$ cat config.mk
export PLATFORM = sky130hd
export DESIGN_NAME = cu_sequencer
export DESIGN_NICKNAME = d
export VERILOG_FILES = /design/src/rtl/cu_seq_pkg.sv /design/src/rtl/cu_seq_progmem.sv /design/src/rtl/cu_sequencer.sv
export SDC_FILE = /design/constraint.sdc
export NUM_CORES = 1
export LEC_CHECK = 0
export CORE_MARGIN = 3
export CORE_UTILIZATION = 50
export DETAILED_ROUTE_END_ITERATION = 10
export PLACE_DENSITY = 0.71
export SYNTH_ARGS = -nofsm -noshare
export SYNTH_HDL_FRONTEND = slang
export SYNTH_SLANG_ARGS = --single-unit
$ cat constraint.sdc
create_clock -name clk -period 5.34 [get_ports clk]
set_clock_uncertainty 0.1 [all_clocks]
set_input_delay 0.534 -clock clk [delete_from_list [all_inputs] [get_ports clk]]
set_output_delay 0.534 -clock clk [all_outputs]
set_load 0.02 [all_outputs]
$ cat src/rtl/cu_seq_pkg.sv
// Shared types and constants for the compute-unit program sequencer.
package cu_seq_pkg;

    typedef enum logic [1:0] {
        ST_IDLE = 2'd0,
        ST_RUN  = 2'd1,
        ST_DONE = 2'd2
    } state_t;

    localparam logic [3:0] OP_NOP  = 4'h0;
    localparam logic [3:0] OP_LOAD = 4'h9;
    localparam logic [3:0] OP_ADD  = 4'hA;

    localparam int DEF_DEPTH    = 8;
    localparam int DEF_PC_W     = 3;
    localparam int DEF_REPEAT_W = 4;

    function automatic logic is_nop(input logic [7:0] instr);
        return instr[7:4] == OP_NOP;
    endfunction

endpackage

$ cat src/rtl/cu_seq_progmem.sv
// Program store: DEPTH x 16 register file, synchronous write, asynchronous read.
module cu_seq_progmem #(
    parameter int DEPTH = 8,
    parameter int PC_W  = 3
) (
    input  logic            clk,
    input  logic            we,
    input  logic [PC_W-1:0] waddr,
    input  logic [15:0]     wdata,
    input  logic [PC_W-1:0] raddr,
    output logic [15:0]     rdata
);

    logic [15:0] mem_reg [DEPTH];

    always_ff @(posedge clk) begin
        if (we) begin
            mem_reg[waddr] <= wdata;
        end
    end

    assign rdata = mem_reg[raddr];

endmodule

$ cat src/rtl/cu_sequencer.sv
// Program sequencer: buffers instr/operand pairs and replays them over a valid/ready port.
// Optional feature macro CU_SEQ_NOP_SKIP_EN: NOP entries (instr[7:4]==0) are skipped, not issued.
module cu_sequencer
    import cu_seq_pkg::*;
#(
    parameter int DEPTH    = DEF_DEPTH,
    parameter int PC_W     = DEF_PC_W,
    parameter int REPEAT_W = DEF_REPEAT_W
) (
    input  logic                clk,
    input  logic                rst_n,
    input  logic                ena,
    input  logic                load_valid,
    output logic                load_ready,
    input  logic [7:0]          load_instr,
    input  logic [7:0]          load_operand,
    input  logic                clear,
    input  logic                start,
    input  logic [REPEAT_W-1:0] repeat_cnt,
    input  logic                abort,
    output logic                issue_valid,
    input  logic                issue_ready,
    output logic [7:0]          issue_instr,
    output logic [7:0]          issue_operand,
    output logic                busy,
    output logic                done,
    output logic [PC_W:0]       count
);

    localparam logic [PC_W:0] FULL = (PC_W+1)'(DEPTH);

    state_t              state_reg;
    logic [PC_W:0]       count_reg;
    logic [PC_W-1:0]     pc_reg;
    logic [REPEAT_W-1:0] rep_reg;

    logic [15:0]   rd_data;
    logic          load_fire;
    logic          issue_fire;
    logic          nop_here;
    logic          advance;
    logic          last_entry;
    logic [PC_W:0] count_next;

    cu_seq_progmem #(
        .DEPTH (DEPTH),
        .PC_W  (PC_W)
    ) u_progmem (
        .clk   (clk),
        .we    (load_fire),
        .waddr (count_reg[PC_W-1:0]),
        .wdata ({load_instr, load_operand}),
        .raddr (pc_reg),
        .rdata (rd_data)
    );

    assign load_ready = ena && (state_reg == ST_IDLE) && (count_reg < FULL);
    assign load_fire  = load_valid && load_ready;
    assign count_next = count_reg + (PC_W+1)'(load_fire);

`ifdef CU_SEQ_NOP_SKIP_EN
    assign nop_here = (state_reg == ST_RUN) && is_nop(rd_data[15:8]);
`else
    assign nop_here = 1'b0;
`endif

    // All issue-side outputs decode only registered state, never issue_ready or start.
    assign busy          = (state_reg == ST_RUN);
    assign done          = (state_reg == ST_DONE);
    assign issue_valid   = busy && !nop_here;
    assign issue_instr   = busy ? rd_data[15:8] : 8'h00;
    assign issue_operand = busy ? rd_data[7:0]  : 8'h00;
    assign count         = count_reg;

    assign issue_fire = ena && issue_valid && issue_ready;
    assign advance    = issue_fire || (ena && nop_here);
    assign last_entry = ({1'b0, pc_reg} == (count_reg - 1'b1));

    always_ff @(posedge clk) begin
        if (!rst_n) begin
            state_reg <= ST_IDLE;
            count_reg <= '0;
            pc_reg    <= '0;
            rep_reg   <= '0;
        end else if (ena) begin
            case (state_reg)
                ST_IDLE: begin
                    // clear outranks both a same-cycle load and start
                    if (clear) begin
                        count_reg <= '0;
                    end else begin
                        count_reg <= count_next;
                        if (start && (count_next != '0)) begin
                            state_reg <= ST_RUN;
                            pc_reg    <= '0;
                            rep_reg   <= repeat_cnt;
                        end
                    end
                end
                ST_RUN: begin
                    if (abort) begin
                        state_reg <= ST_IDLE;
                        pc_reg    <= '0;
                    end else if (advance) begin
                        if (!last_entry) begin
                            pc_reg <= pc_reg + 1'b1;
                        end else if (rep_reg != '0) begin
                            pc_reg  <= '0;
                            rep_reg <= rep_reg - 1'b1;
                        end else begin
                            pc_reg    <= '0;
                            state_reg <= ST_DONE;
                        end
                    end
                end
                ST_DONE: state_reg <= ST_IDLE;
                default: state_reg <= ST_IDLE;
            endcase
        end
    end

endmodule
==> run summary, run 1 <==
Most frequent cells in the layout: edfxtp_1, clkdlybuf4s50_1, nor2_1
Syn Inst Count: 339
RePlAce Congestion: 0.838
Global-route wire length before repair: 17.6 mm
Routed vias/inst: 5.69
ANT cells: 0
Vias: 3188
Htree depth: 4
Most common cell after layout, fill and taps aside: edfxtp_1
RSZ-0062 raised after global routing: false
Main synth FF type: edfxtp_1
Starting Density: 51.4%
Critical path's slowest cell: dfxtp_2
Slew @ Worst Pin: 0.552 ns
Nets@finish: 437
HPWL after DPL: 6.39 mm
Drt first pass iters: 4
Crit path time final: 3.56 ns
Yosys reg bits: 144
Util after Layout: 62.6%
Crit path kind: reg -> out
Initial DRC count: 243
Mapped Area: 5890 um2
PwrDens: 340 nW/um2
Post-Route Setup TNS: 0 ns
Io pins: 52
Placed cell area: 6600 um2
Yosys cell types: 42
Critical path fanouts, max: 18
Syn-to-layout area delta: 21.8%
Die area: 13100 um2
Hold Path Class: reg -> reg
Post-CTS Setup Inserts: 0
Remaining global-route overflow: 0
Final worst-path cycle share: 66.6%
Total Routing Usage GR: 18.3%
WL/cell: 19.8 um
Critical-path cell list: buf_4, mux4_2, mux2i_1, nor2_1, clkdlybuf4s50_1
Synth async-reset ratio: 0%
WP data required: 4.71 ns
Worst R2R Path Depth: 11
Overall routed net length: 11.1 mm
Remaining DRCs: 0
Final ANT Viol Nets: 0
CTS Buf Count: 17
Worst hold path cell count: 2
Hold Startpoint: rep_reg[0]
Critical path's largest stage delay: 0.67 ns
Post-synth EDFFs: 128
Worst r2r src: state_reg[1]
Clock Latency Late Sink: 0.41 ns
Post-route cell area: 7170 um2
Leak Pwr: 2.28 nW
Slew Viols, Final: 0
Chip Width: 115 um
Clock-pin slew on the worst setup and hold paths: 0.06 ns
Ys Warns: 0
Layout cells sized above 1: 18.9%
Status: complete, no violations
Final setup fails: 0
Clock Tree Root: clkbuf_16
Worst EP arrival: 2.92 ns
Max reg flops: 128
Peak VDD IR: 0.000192 V
PortBufs: 51
Placeable Area: 11500 um2
Startpoint types: flip-flop
Final hold viol count: 0
CTS tree: done
Max_cap viols: 0
Clk buf depth: 2
Slew HR: 63.1%
Post-synthesis area per instance: 17.4 um2
Syn nets: 372
Cts repair resizes: 0
Antenna violations before repair: 0
Post-CTS Hold Fix Bufs: 0
Die Span Y: 115 um
Seq/Total Area, Yosys: 70.7%
Row count: 39
Vias in the first global route: 3280
Largest net degree at the start of global routing: 33
Worst setup EP type: output port
CTS Sinks: 144
Max Clk Rate: 281 MHz
## critical path, delay by kind of cell, from the launching register on
kind | cells | cell delay, ns
DFF | 1 | 0.67
buffers and inverters | 2 | 1.00
muxes | 2 | 0.76
and+or+nand+nor | 1 | 0.08
## cells by family after synthesis
| family | Yosys count | share of synthesized area (%) |
|---|---|---|
| xor gates and xnor gates | 4 | 0.595 |
| AOI/OAI and AO/OA | 34 | 4.10 |
| adders and majority gates | 5 | 1.06 |
| muxes | 50 | 15.3 |
| and+or+nand+nor | 79 | 6.52 |
| buffers and inverters | 23 | 1.72 |
| DFF | 144 | 70.7 |
## routing by layer
| metal | GRT usage (%) | vias up | routed length [um] | share of wire (%) |
|---|---|---|---|---|
| met1 | 24.3 | 1637 | 4970 | 45 |
| met5 | 0 | - | 0 | 0 |
| met4 | 7.76 | 0 | 159 | 1.4 |
| met2 | 29.3 | 62 | 5640 | 51 |
| met3 | 4.23 | 12 | 346 | 3.1 |
| li1 | - | 1477 | - | - |
## synth_stat cells, types with 3 or more instances
cell type | count | area (um2)
nor2b_1 | 4 | 25.0
mux4_2 | 32 | 721
o21ai_0 | 3 | 15.0
a21oi_1 | 11 | 55.1
ha_1 | 5 | 62.6
dfxtp_1 | 16 | 320
nand2_1 | 10 | 37.5
nor3_1 | 4 | 20.0
edfxtp_1 | 128 | 3840
nor2_1 | 37 | 139
mux2i_1 | 18 | 180
buf_2 | 9 | 45.0
nand3b_1 | 4 | 30.0
nand2b_1 | 4 | 25.0
clkbuf_1 | 5 | 18.8
nand3_1 | 6 | 30.0
a31oi_1 | 4 | 25.0
inv_1 | 6 | 22.5
## report_power, final
part | internal [mW] | switching [mW]
clock network | 0.686 | 0.435
logic | 0.0370 | 0.0408
registers | 1.23 | 0.00315
## final timing paths
kind | to | slack [ns]
hold / removal | rep_reg[0] | 0.39
setup reg to reg | rep_reg[1] | 2.66
setup / recovery | issue_instr[3] | 1.78
hold reg to reg | rep_reg[0] | 0.39
## metrics by stage
stage	hold slack, ns	power (mW)	cells	worst slack (ns)
5_1_grt	0.426	2.51	560	1.56
6_report	0.387	2.44	560	1.78
3_5_place_dp	0.374	1.34	528	1.99
4_1_cts	0.384	2.46	560	1.70
2_1_floorplan	0.354	1.29	339	2.21
3_3_place_gp	0.374	1.34	528	2.13
## layout make-up
cell class                 instances  area, um2
inverter                           6       22.5
sequential                       144       4170
clock inverter                    13        139
tap                              143        179
fill                             809       4290
timing repair buffer              63        601
clock buffer                      19        433
multi-input combinational        172       1630
Note: power is estimated with default switching activity, not from simulation.
==> run 2: changes to the inputs <==
==> constraint.sdc (replaced) <==
create_clock -name clk -period 3.55 [get_ports clk]
set_clock_uncertainty 0.1 [all_clocks]
set_input_delay 0.355 -clock clk [delete_from_list [all_inputs] [get_ports clk]]
set_output_delay 0.355 -clock clk [all_outputs]
set_load 0.02 [all_outputs]
==> run summary, run 2 (synthesis gave the netlist of run 1 again) <==
Placed cell area: 6620 um2 (+0.30%)
Internal power: 3.23 mW (+65%)
Switch share: 18.3% (-1.4 points)
Hold Startpoint: rep_reg[1]
Antenna violations before repair: 0 (unchanged)
Crit path kind: in -> reg
R2R setup slack: 0.78 ns (-1.88 ns)
CTS tree: done
Post-CTS Hold Fix Bufs: 0 (unchanged)
ANT cells: 0 (unchanged)
Startpoint types: input pin
Sequential power share: 47.2% (-3.6 points)
Die area: 13100 um2 (unchanged)
Worst hold path cell count: 2 (unchanged)
Vias: 3258 (+2.2%)
Crit path time final: 2.88 ns
Final hold viol count: 0 (unchanged)
Placeable Area: 11500 um2 (unchanged)
Nets@finish: 438 (+0.23%)
Gate power share: 3.0% (-0.2 points)
Fillcell total: 785 (-3.0%)
Clk buf depth: 2 (unchanged)
Largest net degree at the start of global routing: 33 (unchanged)
Final setup fails: 0 (unchanged)
Post-Route Setup TNS: 0 ns (unchanged)
Clock Latency Late Sink: 0.41 ns (about the same)
Max Clk Rate: 347 MHz
Status: complete, no violations
Hold Path Class: reg -> reg
Min-Delay Endpoint: rep_reg[1]
Slew Viols, Final: 0 (unchanged)
Post-route cell area: 7290 um2 (+1.6%)
HPWL after DPL: 6.54 mm (+2.4%)
Die Span Y: 115 um (unchanged)
Initial DRC count: 196 (-19%)
Slew @ Worst Pin: 0.577 ns (+0.0245 ns)
Most frequent cells in the layout: edfxtp_1, clkdlybuf4s50_1, nor2_1
Drt first pass iters: 4 (unchanged)
Critical path fanouts, max: 5 (-13)
Slew HR: 61.5% (-1.6 points)
PortBufs: 51 (unchanged)
Tot Pwr: 3.95 mW (+62%)
Vias in the first global route: 3287 (+0.21%)
Worst setup EP type: flip-flop
Peak VDD IR: 0.000315 V (+64%)
WL/cell: 20.3 um (+2.2%)
WHS: 0.399 ns (+0.0126 ns)
WP data required: 3.72 ns (-0.99 ns)
Syn-to-layout area delta: 23.7%
Leak Pwr: 2.35 nW (+2.7%)
RR Endpoint: pc_reg[0]
Worst r2r src: state_reg[1]
Htree depth: 4 (unchanged)
Total Routing Usage GR: 18.5% (+0.20 points)
Starting Density: 51.4% (unchanged)
Max_cap viols: 0 (unchanged)
Worst R2R Path Depth: 11 (unchanged)
RSZ-0062 raised after global routing: false
Row count: 39 (unchanged)
Clock Tree Root: clkbuf_16
Chip Width: 115 um (unchanged)
Io pins: 52 (unchanged)
RePlAce Congestion: 0.874 (+4.3%)
Final ANT Viol Nets: 0 (unchanged)
Remaining DRCs: 0 (unchanged)
Worst EP arrival: 3.04 ns (+0.12 ns)
Most common cell after layout, fill and taps aside: edfxtp_1
Final worst-path cycle share: 81.1%
CTS Buf Count: 17 (unchanged)
Post-CTS Setup Inserts: 0 (unchanged)
Psw: 0.720 mW (+51%)
Overall routed net length: 11.4 mm (+2.4%)
Layout cells sized above 1: 19.6% (+0.67 points)
Clock-pin slew on the worst setup and hold paths: 0.06 ns (about the same)
CTS Sinks: 144 (unchanged)
Routed vias/inst: 5.81 (+2.0%)
Max reg flops: 128 (unchanged)
Clock share of power: 49.9% (+3.9 points)
Global-route wire length before repair: 17.8 mm (+1.3%)
PwrDens: 542 nW/um2 (+59%)
Cts repair resizes: 0 (unchanged)
Remaining global-route overflow: 0 (unchanged)
[run 2: metrics by stage]
step                worst slack [ns]  std cells  utilization, %
floorplan                      0.595        339               -
global placement               0.492        529            57.7
detailed placement             0.352        529            57.7
CTS                            0.664        561            63.5
global route                   0.464        561            63.5
finish                         0.671        561            63.5
[run 2: routing by layer]
layer  wire, um  share of wire [%]  global-route usage (%)
met1       4970                 44                    24.2
met2       5770                 51                    29.8
met3        464                4.1                    5.39
met4        178                1.6                    6.41
met5          0                  0                       0
[run 2: layout make-up]
type	instances	area, um2	area share (%)
timing repair buffer	64	621	8.52
clock inverter	15	240	3.30
multi-input combinational	172	1630	22.4
sequential	144	4170	57.2
clock buffer	17	425	5.84
tap	143	179	2.46
inverter	6	22.5	0.309
[run 2: how the worst max path moves through the flow]
stage	end	from	slack, ns	cells past startpoint
2_1_floorplan	u_progmem.mem_reg[1][0]	ena	0.59	5
3_3_place_gp	rep_reg[1]	ena	0.49	12
3_5_place_dp	rep_reg[1]	ena	0.35	12
6_report	pc_reg[0]	ena	0.67	12
5_1_grt	pc_reg[0]	ena	0.46	12
4_1_cts	issue_instr[7]	state_reg[0]	0.66	4
[run 2: power by group through the flow]
stage	sequential, mW	clock [mW]	combinational, mW
final	1.86	1.97	0.118
after global placement	1.89	0	0.114
after detailed placement	1.90	0	0.117
after global routing	1.86	2.07	0.129
after CTS	1.86	2.00	0.119
after floorplan	1.90	0	0.0486
[run 2: worst max-delay path, cell delays in order]
cell and delay (ns):
clkdlybuf4s50_1 0.49, nor2b_1 0.26, nand2b_1 0.15, nor2_1 0.26, and2_1 0.17, ha_1 0.23
ha_1 0.23, xnor2_1 0.14, o211ai_1 0.15, a21bo_2 0.25, mux2i_1 0.26, nor2_1 0.10
